<file path="src/rtl/sdlc_rx_deframer.sv">
// SDLC/HDLC receive deframer: flag hunt, zero destuffing, 16-bit word assembly, CRC check, 4-word FIFO.
// Optional macro SDLC_RX_ABORT_EN: seven consecutive ones inside a frame abort it.
module sdlc_rx_deframer #(
    parameter logic [15:0] CRC_POLY  = 16'h1021,
    parameter logic [15:0] CRC_INIT  = 16'hFFFF,
    parameter logic [15:0] CRC_MATCH = 16'h1D0F
) (
    input  logic        clk,
    input  logic        reset,
    input  logic        rx_clk,
    input  logic        rx_data,
    output logic [15:0] rx_word,
    output logic        rx_drq,
    input  logic        rx_rd,
    output logic        frame_ok,
    output logic        frame_err,
    output logic        in_frame
);

    typedef enum logic [1:0] {HUNT, SYNC, DATA} state_t;

    state_t       state, state_nxt;
    logic         ok_nxt, err_nxt;
    logic [1:0]   clk_sync, data_sync;
    logic         clk_prev;
    logic [6:0]   flag_sr;
    logic [2:0]   ones;
    logic [6:0]   dline;
    logic [2:0]   dl_cnt;
    logic [14:0]  word_sr;
    logic [3:0]   bit_cnt;
    logic [2:0]   word_cnt;
    logic [15:0]  crc;
    logic         ovf;
    logic [15:0]  mem [4];
    logic [1:0]   wr_ptr, rd_ptr;
    logic [2:0]   count;

    logic         bit_vld, bit_in, is_flag, stuffed, run7, dl_push, emit, word_done;
    logic         to_hunt, frame_good, pop, push_ok;
    logic [7:0]   flag_nxt;
    logic [15:0]  word_new;

    function automatic logic [15:0] crc_word(input logic [15:0] c_in, input logic [15:0] w);
        logic [15:0] c;
        logic        fb;
        c = c_in;
        for (int i = 15; i >= 0; i--) begin
            fb = c[15] ^ w[i];
            c  = {c[14:0], 1'b0} ^ (fb ? CRC_POLY : 16'h0000);
        end
        return c;
    endfunction

    always_ff @(posedge clk or posedge reset) begin
        if (reset) begin
            clk_sync  <= '0;
            data_sync <= '0;
            clk_prev  <= 1'b0;
        end else begin
            clk_sync  <= {clk_sync[0], rx_clk};
            data_sync <= {data_sync[0], rx_data};
            clk_prev  <= clk_sync[1];
        end
    end

    // One line bit per synchronised rising edge of rx_clk.
    assign bit_vld  = clk_sync[1] & ~clk_prev;
    assign bit_in   = data_sync[1];
    assign flag_nxt = {flag_sr, bit_in};
    assign is_flag  = bit_vld && (flag_nxt == 8'h7E);
    assign stuffed  = bit_vld && !bit_in && (ones == 3'd5);
    assign run7     = bit_vld && bit_in && (ones >= 3'd6);
    // Bits are held back 7 places so a flag can be erased before it reaches the word stream.
    assign dl_push   = bit_vld && (state != HUNT) && !stuffed && !is_flag;
    assign emit      = dl_push && (dl_cnt == 3'd7);
    assign word_new  = {word_sr, dline[6]};
    assign word_done = emit && (bit_cnt == 4'd15);
    assign to_hunt   = (state != HUNT) && (state_nxt == HUNT);
    assign frame_good = (crc == CRC_MATCH) && (bit_cnt == 4'd0) && (word_cnt >= 3'd2) && !ovf;

    // NOTE: every combinational output gets a default first so no latch is inferred.
    always_comb begin
        state_nxt = state;
        ok_nxt    = 1'b0;
        err_nxt   = 1'b0;
        case (state)
            HUNT: if (is_flag) state_nxt = SYNC;
            SYNC: begin
                if (is_flag)   state_nxt = SYNC;
                else if (run7) state_nxt = HUNT;
                else if (emit) state_nxt = DATA;
            end
            DATA: begin
                if (is_flag) begin
                    state_nxt = SYNC;
                    ok_nxt    = frame_good;
                    err_nxt   = !frame_good;
                end
`ifdef SDLC_RX_ABORT_EN
                else if (run7) begin
                    state_nxt = HUNT;
                    err_nxt   = 1'b1;
                end
`endif
            end
            default: state_nxt = HUNT;
        endcase
    end

    always_ff @(posedge clk or posedge reset) begin
        if (reset) begin
            state     <= HUNT;
            frame_ok  <= 1'b0;
            frame_err <= 1'b0;
        end else begin
            state     <= state_nxt;
            frame_ok  <= ok_nxt;
            frame_err <= err_nxt;
        end
    end

    always_ff @(posedge clk or posedge reset) begin
        if (reset) begin
            flag_sr  <= '0;
            ones     <= '0;
            dline    <= '0;
            dl_cnt   <= '0;
            word_sr  <= '0;
            bit_cnt  <= '0;
            word_cnt <= '0;
            crc      <= CRC_INIT;
        end else if (bit_vld) begin
            flag_sr <= flag_nxt[6:0];
            ones    <= bit_in ? ((ones == 3'd7) ? ones : ones + 3'd1) : 3'd0;
            if (is_flag || to_hunt) begin
                dl_cnt <= '0;
            end else if (dl_push) begin
                dline <= {dline[5:0], bit_in};
                if (dl_cnt != 3'd7) dl_cnt <= dl_cnt + 3'd1;
            end
            if (is_flag) begin
                crc      <= CRC_INIT;
                bit_cnt  <= '0;
                word_cnt <= '0;
            end else if (emit) begin
                word_sr <= word_new[14:0];
                bit_cnt <= bit_cnt + 4'd1;
                if (word_done) begin
                    crc <= crc_word(crc, word_new);
                    if (word_cnt != 3'd7) word_cnt <= word_cnt + 3'd1;
                end
            end
        end
    end

    // A full FIFO still accepts a push when the head is popped in the same cycle.
    assign pop     = rx_rd && (count != 3'd0);
    assign push_ok = word_done && ((count != 3'd4) || pop);

    always_ff @(posedge clk or posedge reset) begin
        if (reset) begin
            wr_ptr <= '0;
            rd_ptr <= '0;
            count  <= '0;
            ovf    <= 1'b0;
        end else begin
            if (push_ok) wr_ptr <= wr_ptr + 2'd1;
            if (pop)     rd_ptr <= rd_ptr + 2'd1;
            case ({push_ok, pop})
                2'b10:   count <= count + 3'd1;
                2'b01:   count <= count - 3'd1;
                default: count <= count;
            endcase
            if (is_flag)                   ovf <= 1'b0;
            else if (word_done && !push_ok) ovf <= 1'b1;
        end
    end

    // NOTE: storage is not reset; the empty flag gates rx_word so stale entries never show.
    always_ff @(posedge clk) begin
        if (push_ok) mem[wr_ptr] <= word_new;
    end

    assign rx_drq   = (count != 3'd0);
    assign rx_word  = rx_drq ? mem[rd_ptr] : 16'h0000;
    assign in_frame = (state != HUNT);

endmodule

</file>
<file path="config.mk">
export PLATFORM = sky130hd
export DESIGN_NAME = sdlc_rx_deframer
export DESIGN_NICKNAME = d
export VERILOG_FILES = /design/src/rtl/sdlc_rx_deframer.sv
export SDC_FILE = /design/constraint.sdc
export NUM_CORES = 1
export LEC_CHECK = 0
export CORE_UTILIZATION = 25
export DETAILED_ROUTE_END_ITERATION = 6
export GPL_TIMING_DRIVEN = 0
export PLACE_DENSITY_LB_ADDON = 0.2
export SLEW_MARGIN = 20
export SYNTH_ARGS = -nofsm -noshare
export SYNTH_HDL_FRONTEND = slang
export SYNTH_SLANG_ARGS = --single-unit
export TNS_END_PERCENT = 1
</file>
<file path="constraint.sdc">
create_clock -name clk -period 3.09 [get_ports clk]
set_clock_uncertainty 0.15 [all_clocks]
set_input_delay 0.4635 -clock clk [delete_from_list [all_inputs] [get_ports clk]]
set_output_delay 0.4635 -clock clk [all_outputs]
set_load 0.1 [all_outputs]
</file>
Word-level counts from Yosys, hierarchy flattened
Memories as Yosys holds them, arrays and structs flattened. Cells that the tools add are included.

Reductions and logical operators: 45. Bitwise logic cells: 36. Magnitude comparators: 2. $add $sub $neg: 8. Multiplexer cells: 45. Equality and inequality tests: 14.

Operators by type and width (count): 16-bit by 13-bit bitwise XOR with 16-bit output (16); 13-bit 2-to-1 mux (16); 16-bit 2-to-1 mux (4); 3-bit 2-to-1 mux (9); 1-bit logical AND (17); 16-bit by 13-bit equality test with 1-bit output, second input constant (1); 2-bit nonzero test (8); 1-bit bitwise XOR (16); 3-bit by 1-bit adder with 3-bit output, second input constant (4); 3-bit AND reduction (4); 3-bit equality test, second input constant (3); 3-bit != test, second input constant (3); 8-bit by 7-bit equality test with 1-bit output, second input constant (1); 1-bit 2-to-1 mux (8); 2-bit 2-to-1 mux (4); 4-bit 2-to-1 mux (2); 1-bit zero test (6); 3-bit one-hot mux with 2 select lines (1); 2-bit by 1-bit adder with 2-bit output, second input constant (2); 4-bit by 1-bit adder with 4-bit output, second input constant (1); 2-bit by 1-bit equality test with 1-bit output, second input constant (2); 2-bit equality test, second input constant (2); 4-bit equality test, second input constant (1); 2-bit zero test (2); 13 further kinds (17).

Output and inout bits: 20. Input port bits: 5. Register bits after elaboration: 75. RAM bits: 64. Memories kept: 1.

Memories: mem (words 4, width 16, rd ports 1, clocked after memory_dff 0, wr ports 1, RTL line 35) `logic [15:0] mem [4];`.

Logic depth before layout (Yosys ltp)
Gate-level depths: netlist of run 1.

Word-level depth: 51. Depth in mapped cells: 11. Gate-level depth less buffers: 10.

Worst setup path before layout of run 1
Ideal clock, no wire load.

Path type: register -> output. Start: reg count[0]. End: out rx_word[0]. Data arrival time: 2527 ps. Stages on the path, launching flop included: 5. Slack: -51 ps. Path buffers: 2. Path through: dfrtp_1 -> clkbuf_1 -> or3_1 -> clkbuf_1 -> and2_1.

Longest elaborated chain between the ends: 2.

RTL lines: start: declaration (RTL line 37) `logic [2:0] count;`; start signal: assignment (RTL line 171) `2'b10: count <= count + 3'd1;`; start signal: assignment (RTL line 172) `2'b01: count <= count - 3'd1;`; start signal: assignment (RTL line 173) `default: count <= count;`; 3-bit nonzero test (RTL line 185) `assign rx_drq = (count != 3'd0);`; named net rx_drq (RTL line 13) `output logic rx_drq,`; 16-bit 2-to-1 mux (RTL line 186) `assign rx_word = rx_drq ? mem[rd_ptr] : 16'h0000;`; end: declaration (RTL line 12) `output logic [15:0] rx_word,`.

The timed path passes the listed nets, and every way through them passes these cells.

Worst setup path after layout of run 1
Start: reg state[1]. End: out in_frame.

Longest elaborated chain between the ends: 1.

RTL lines: start: declaration (RTL line 22) `state_t state, state_nxt;`; start signal: assignment (RTL line 117) `state <= state_nxt;`; 2-bit nonzero test (RTL line 187) `assign in_frame = (state != HUNT);`; end: declaration (RTL line 17) `output logic in_frame`.

Every way passes these cells.

==> reports/results.tsv, run 1 <==
stage	metric	value	unit
sta	fin_crit_sh	97.3	%
setup_path	cp.arrival	2.39	ns
setup_path	path_cells	or2_2, clkbuf_1, clkdlybuf4s50_1	
routing	vias	3711	
clock_network	cts_setup_buffers	0	
power	combinationalPowerShare	13.0	%
power	seqPwrFrac	43.4	%
grt	grt_pass1_vias	3949	
floorplan	io-pin-count	25	
power	p_sw_share	26.7	%
placed_design	placed_cell_area	0.00708	mm^2
layout	nNetsFinal	539	
sta	period_needed	3.01	ns
synth	synth-edff-count	64	
placed_design	portBuffers	23	
clock_network	numClockSinks	139	
grt	grt_start_max_net_pins	54	
synth	synth_top_cell_area_share	30.0	%
layout	fin_area	0.00764	mm^2
synth	async_reset_ff_share	54.0	%
synth	synth-xor-area-share	11.5	%
sta	fmax	333	MHz
layout	fillers	2491	
clock_network	cts_buffers	17	
floorplan	die_y	162	um
setup_path	slowest_delay	1.19	ns
sta	rsz0062_at_grt	true	
routing	drtIter0Drc	205	
synth	syn-instance-count	476	
routing	ant_nets	0	
routing	dr.pass1.iters	4	
setup_path	cp-start-kind	flip-flop	
setup_path	critPathRequiredTime	2.48	ns
layout	seqCellArea	0.00382	mm^2
synth	synth_top_family_by_area	simple AND/OR/NAND/NOR gates	
clock_network	clockBufferDepth	2	
synth	ys_seq_elements	139	
setup_path	rrSetupSlack	0.22	ns
routing	via_per_inst	4.31	
worst_hold_path	hold_class	flip-flop to flip-flop	
layout	fin_util	30.3	%
layout	stdcell_count	862	
setup_path	critPathCaptureType	output port	
clock_network	clockRootBuffer	clkbuf_16	
sta	worst_pin_slew	0.971	ns
power	ir_worst_vdd	0.000358	V
placed_design	dp.cells	830	
synth	yosys_warnings	0	
sta	setup_viol	0	
power	clkPwrFrac	43.5	%
synth	synthAdderAreaFrac	3.05	%
floorplan	initial_utilization	25.4	%
power	power_density	611	mW/mm^2
placed_design	gp_congestion	0.765	
synth	yosys.area_share.simple	12.1	%
grt	grt_pass1_wl	21900	um
synth	syn_nets	496	
routing	routed_wl	13300	um
power	internal_power	3.43	mW
sta	worst_slew_margin_rel	35.1	%
layout	drive_gt1_share	22.6	%
synth	synth-main-ff-cell	edfxtp_1	
sta	hold_ws	0.201	ns
floorplan	rows	58	
clock_network	htreeDepth	4	
synth	syn_area_per_cell	13.5	um^2
floorplan	die_x	162	um
floorplan	core_area	0.0252	mm^2
setup_path	slowest_stage	clkdlybuf4s50_1	
synth	synth_compound_area_share	4.79	%
layout	syn2layout_area_growth	19.3	%
setup_path	path_class	flip-flop to output port	
synth	yosysSeqAreaShare	59.6	%
run_status	status	finished, final reports clean	
power	p_switching	1.24	mW
floorplan	dieArea	0.0263	mm^2
placed_design	dp_hpwl	9040	um
clock_network	hold_buffers	0	
sta	hold_viol	0	
job	cap_violations	0	
routing	drc	0	
synth	synthMuxAreaShare	7.03	%
grt	antenna_found_initial	0	
layout	n_antenna_cell	0	
power	p_leak	3.24	nW
grt	gr-total-overflow	0	
synth	yosys.area.top_type	edfxtp_1	
setup_path	cp_num_buf_inv	2	
layout	multiInputGateArea	0.00247	mm^2
setup_path	cp_max_fo	6	
synth	synth.most_common_cell	nand2_1	
clock_network	cts_tree	done	
routing	wl_per_cell	15.4	um
synth	netlist_area	0.00640	mm^2
synth	synthTopCellsByArea	edfxtp_1 30%, dfrtp_1 23%, dfstp_2 6.6%	
synth	synth_cell_types	58	
sta	maxSlewViolCount	0	
setup_path	cpLargestDelayFamily	buffers and inverters	
clock_network	clk_pin_slew	0.07	ns
grt	grt_use_total	11.1	%
synth	synthTopCellsByCount	81 x nand2_1, 64 x edfxtp_1, 59 x dfrtp_1	
clock_network	insertion_delay	0.42	ns
repair_timing:
item | 4_1_cts | 5_1_grt
hold endpoints to repair | 0 | 0
pin swaps | 0 | 1
gates resized for setup | 57 | 25
endpoints found under the setup margin | 81 | 81
through the flow:
step	TNS, ns	worst slack [ns]	power (mW)
2_1_floorplan	0	0.0546	2.50
3_3_place_gp	-55.11	-0.783	2.66
3_5_place_dp	-12.42	-0.522	2.68
4_1_cts	-0.919	-0.134	4.73
5_1_grt	-0.129	-0.0568	4.87
6_report	0	0.0827	4.67
registers in the layout, indices dropped and copies added, names as in the netlist:
signal	flops
bit_cnt	4
clk_prev	1
clk_sync	2
count	3
crc	16
data_sync	2
dl_cnt	3
dline	7
flag_sr	7
frame_err	1
frame_ok	1
mem	64
ones	3
ovf	1
rd_ptr	2
state	2
word_cnt	3
word_sr	15
wr_ptr	2
layer usage:
metal	global-route usage (%)	share of wire, %
met1	14.4	47
met2	17.8	48
met3	2.50	2.9
met4	5.02	1.8
met5	0	0
kinds of logic (layout without fill, tap and decap cells):
family,Yosys count,count (layout)
AOI/OAI and AO/OA,45,45
xor gates and xnor gates,61,61
adders and majority gates,15,15
buffers and inverters,29,85
DFF,139,139
muxes,24,24
and+or+nand+nor,163,163
layout by cell type (no fill, tap or decap), drive strengths merged, types with 3 or more instances in the layout:
cell and count:
inv 17, xnor2 41, or3 3, dfrtp 59, and2 20, nand2 81, clkdlybuf4s50 6, ha 14
mux4 16, clkdlybuf4s15 5, o21ai 8, nor3 6, nand2b 3, mux2 8, o22ai 3, xor2 10
nand3 10, dfstp 16, clkbuf 30, nor2 21, edfxtp 64, xnor3 9, clkinv 4, buf 18
a21oi 15, or2 3, nor4b 3
path summary, 6_finish.rpt:
check                                 startpoint                      to  depth (start not counted)
min                        clk_sync[0]$_DFF_PP0_   clk_sync[1]$_DFF_PP0_                          0
max in group asynchronous                  reset     crc[11]$_DFFE_PP1P_                          3
min in group asynchronous                  reset  flag_sr[6]$_DFFE_PP0P_                          2
min reg2reg                clk_sync[0]$_DFF_PP0_   clk_sync[1]$_DFF_PP0_                          0
max reg2reg                dl_cnt[0]$_DFFE_PP0P_    count[2]$_DFFE_PP0P_                         10
max                           state[1]$_DFF_PP0_                in_frame                          3
power groups by stage:
stage / sequential, mW / clock, mW / combinational [mW]
2_1_floorplan: 2.05 / 0 / 0.452
3_3_place_gp: 2.06 / 0 / 0.596
3_5_place_dp: 2.06 / 0 / 0.616
4_1_cts: 2.03 / 2.09 / 0.621
5_1_grt: 2.04 / 2.15 / 0.684
6_report: 2.03 / 2.03 / 0.609
final cells by class:
class | instances | area share [%]
clock buffers | 18 | 5.62
flip-flops and latches | 139 | 50.0
clock inverters | 14 | 2.05
well taps | 330 | 5.41
plain buffers | 19 | 1.26
inverters | 10 | 0.524
repair buffers | 24 | 2.80
multi-input cells | 308 | 32.4
(Power assumes the default switching activity.)
==> run 2, diff against run 1 <==
CORE_ASPECT_RATIO = 0.8   (was not set)
==> reports/results.tsv, run 2 (synthesis gave the netlist of run 1 again) <==
stage	metric	value	unit
run_status	status	finished, violations left	
run_status	violations	negative setup slack	
sta	fin_crit_sh	102	%
grt	grt_use_met2	16.1	%
setup_path	cp-start-kind	flip-flop	
setup_path	path_class	flip-flop to output port	
grt	grt_use_total	11.0	%
grt	antenna_found_initial	0	
routing	vias	3709	
sta	rsz0062_at_grt	true	
clock_network	cts_buffers	17	
floorplan	initial_utilization	25.4	%
sta	period_needed	3.15	ns
job	cap_violations	0	
layout	n_antenna_cell	0	
routing	ant_nets	0	
layout	reg.largest.list	mem x64, crc x16, word_sr x15	
grt	grt_start_max_net_pins	43	
worst_hold_path	hold_class	flip-flop to flip-flop	
grt	grt_use_met3	3.21	%
grt	gr-total-overflow	0	
layout	drive_gt1_share	22.6	%
layout	seqCellArea	0.00382	mm^2
floorplan	io-pin-count	25	
floorplan	rows	52	
routing	routed_wl	13200	um
worst_hold_path	min-delay-start	clk_sync[0]$_DFF_PP0_	
sta	setup_ws	-0.0600	ns
clock_network	clk_pin_slew	0.06	ns
floorplan	die_x	181	um
layout	largest_register_ffs	64	
clock_network	clockRootBuffer	clkbuf_16	
placed_design	gp_congestion	0.745	
floorplan	die_y	145	um
sta	worst_pin_slew	0.984	ns
placed_design	portBuffers	23	
grt	grt_pass1_vias	3860	
grt	met1_usage	15.3	%
placed_design	dp_slack	-0.535	ns
layout	multiInputGateArea	0.00248	mm^2
floorplan	core_area	0.0252	mm^2
sta	hold_viol	0	
clock_network	cts_setup_buffers	0	
clock_network	numClockSinks	139	
setup_path	critPathCaptureType	output port	
floorplan	dieArea	0.0263	mm^2
layout	nNetsFinal	539	
power	power	4.63	mW
sta	worst_slew_margin_rel	34.2	%
clock_network	clockBufferDepth	2	
setup_path	reg2reg_from	ones[1]$_DFFE_PP0P_	
layout	layout_common_cells	81 x nand2_1, 64 x edfxtp_1, 59 x dfrtp_1	
clock_network	cts_tree	done	
layout	final_common_cell	nand2_1	
sta	maxSlewViolCount	0	
power	power_density	606	mW/mm^2
power	ir_worst_vdd	0.000323	V
layout	syn2layout_area_growth	19.3	%
routing	drc	0	
sta	tns	-0.262	ns
setup_path	critPathRequiredTime	2.48	ns
setup_path	cp_max_fo	10	
setup_path	cp.arrival	2.54	ns
placed_design	placed_cell_area	0.00706	mm^2
sta	fmax	317	MHz
clock_network	insertion_delay	0.44	ns
sta	setup_viol	8	
clock_network	htreeDepth	4	
placed_design	dp_hpwl	9100	um
power	p_leak	3.24	nW
grt	grt-busiest-layer	met2	
routing	via_per_inst	4.33	
routing	dr.pass1.iters	5	
layout	fin_area	0.00764	mm^2
clock_network	hold_buffers	0	
routing	drtIter0Drc	178	
layout	regMostFlops	mem	
grt	grt_pass1_wl	21700	um
setup_path	startpoint	rd_ptr[0]$_DFFE_PP0P_	
routing	wl_per_cell	15.4	um
layout	fillers	2544	
run 2: routing by layer:
metal  vias up  wire (um)
met1      1865       6630
met2        57       5830
met5         -          0
met3        19        518
li1       1768          -
met4         0        236
run 2: path summary, 6_finish.rpt:
kind                                          endpoint  slack, ns  depth (start not counted)
worst max-delay path                        rx_word[6]      -0.06                          5
worst min-delay path             clk_sync[1]$_DFF_PP0_       0.20                          0
worst max register to register    count[1]$_DFFE_PP0P_       0.26                         11
worst min register to register   clk_sync[1]$_DFF_PP0_       0.20                          0
max in group asynchronous          crc[14]$_DFFE_PP1P_       1.90                          3
min in group asynchronous       data_sync[0]$_DFF_PP0_       0.24                          2
run 2: worst max-delay path: stages, from the launching register on:
cell and delay (ns):
dfrtp_1 0.32, buf_2 0.29, buf_4 0.32, mux4_2 0.54, and2_1 0.17, clkdlybuf4s15_2 0.46
run 2: layout make-up:
cell class	count	share of cell area, %
Buffer	19	1.23
Clock buffer	17	5.57
Clock inverter	15	1.98
Inverter	10	0.524
Multi-Input combinational cell	308	32.4
Sequential cell	139	50.0
Tap cell	324	5.31
Timing Repair Buffer	24	2.98
run 2: timing repair:
| item | CTS | global route |
|---|---|---|
| pin swaps | 0 | 3 |
| resized for setup | 56 | 17 |
| endpoints found under the setup margin | 81 | 83 |
run 2: per-stage QoR:
stage | util [%] | cells | hold slack (ns)
finish | 30.3 | 856 | 0.199
global route | 30.3 | 856 | 0.214
CTS | 30.4 | 856 | 0.202
detailed placement | 28.0 | 824 | 0.188
global placement | 27.9 | 823 | 0.182
floorplan | - | 476 | 0.181
run 2: power by group:
part	switching [mW]	total (mW)	leakage [nW]	internal [mW]
registers	0.0434	2.03	1.70	1.98
logic	0.371	0.602	1.26	0.231
clock network	0.866	2.00	0.279	1.13
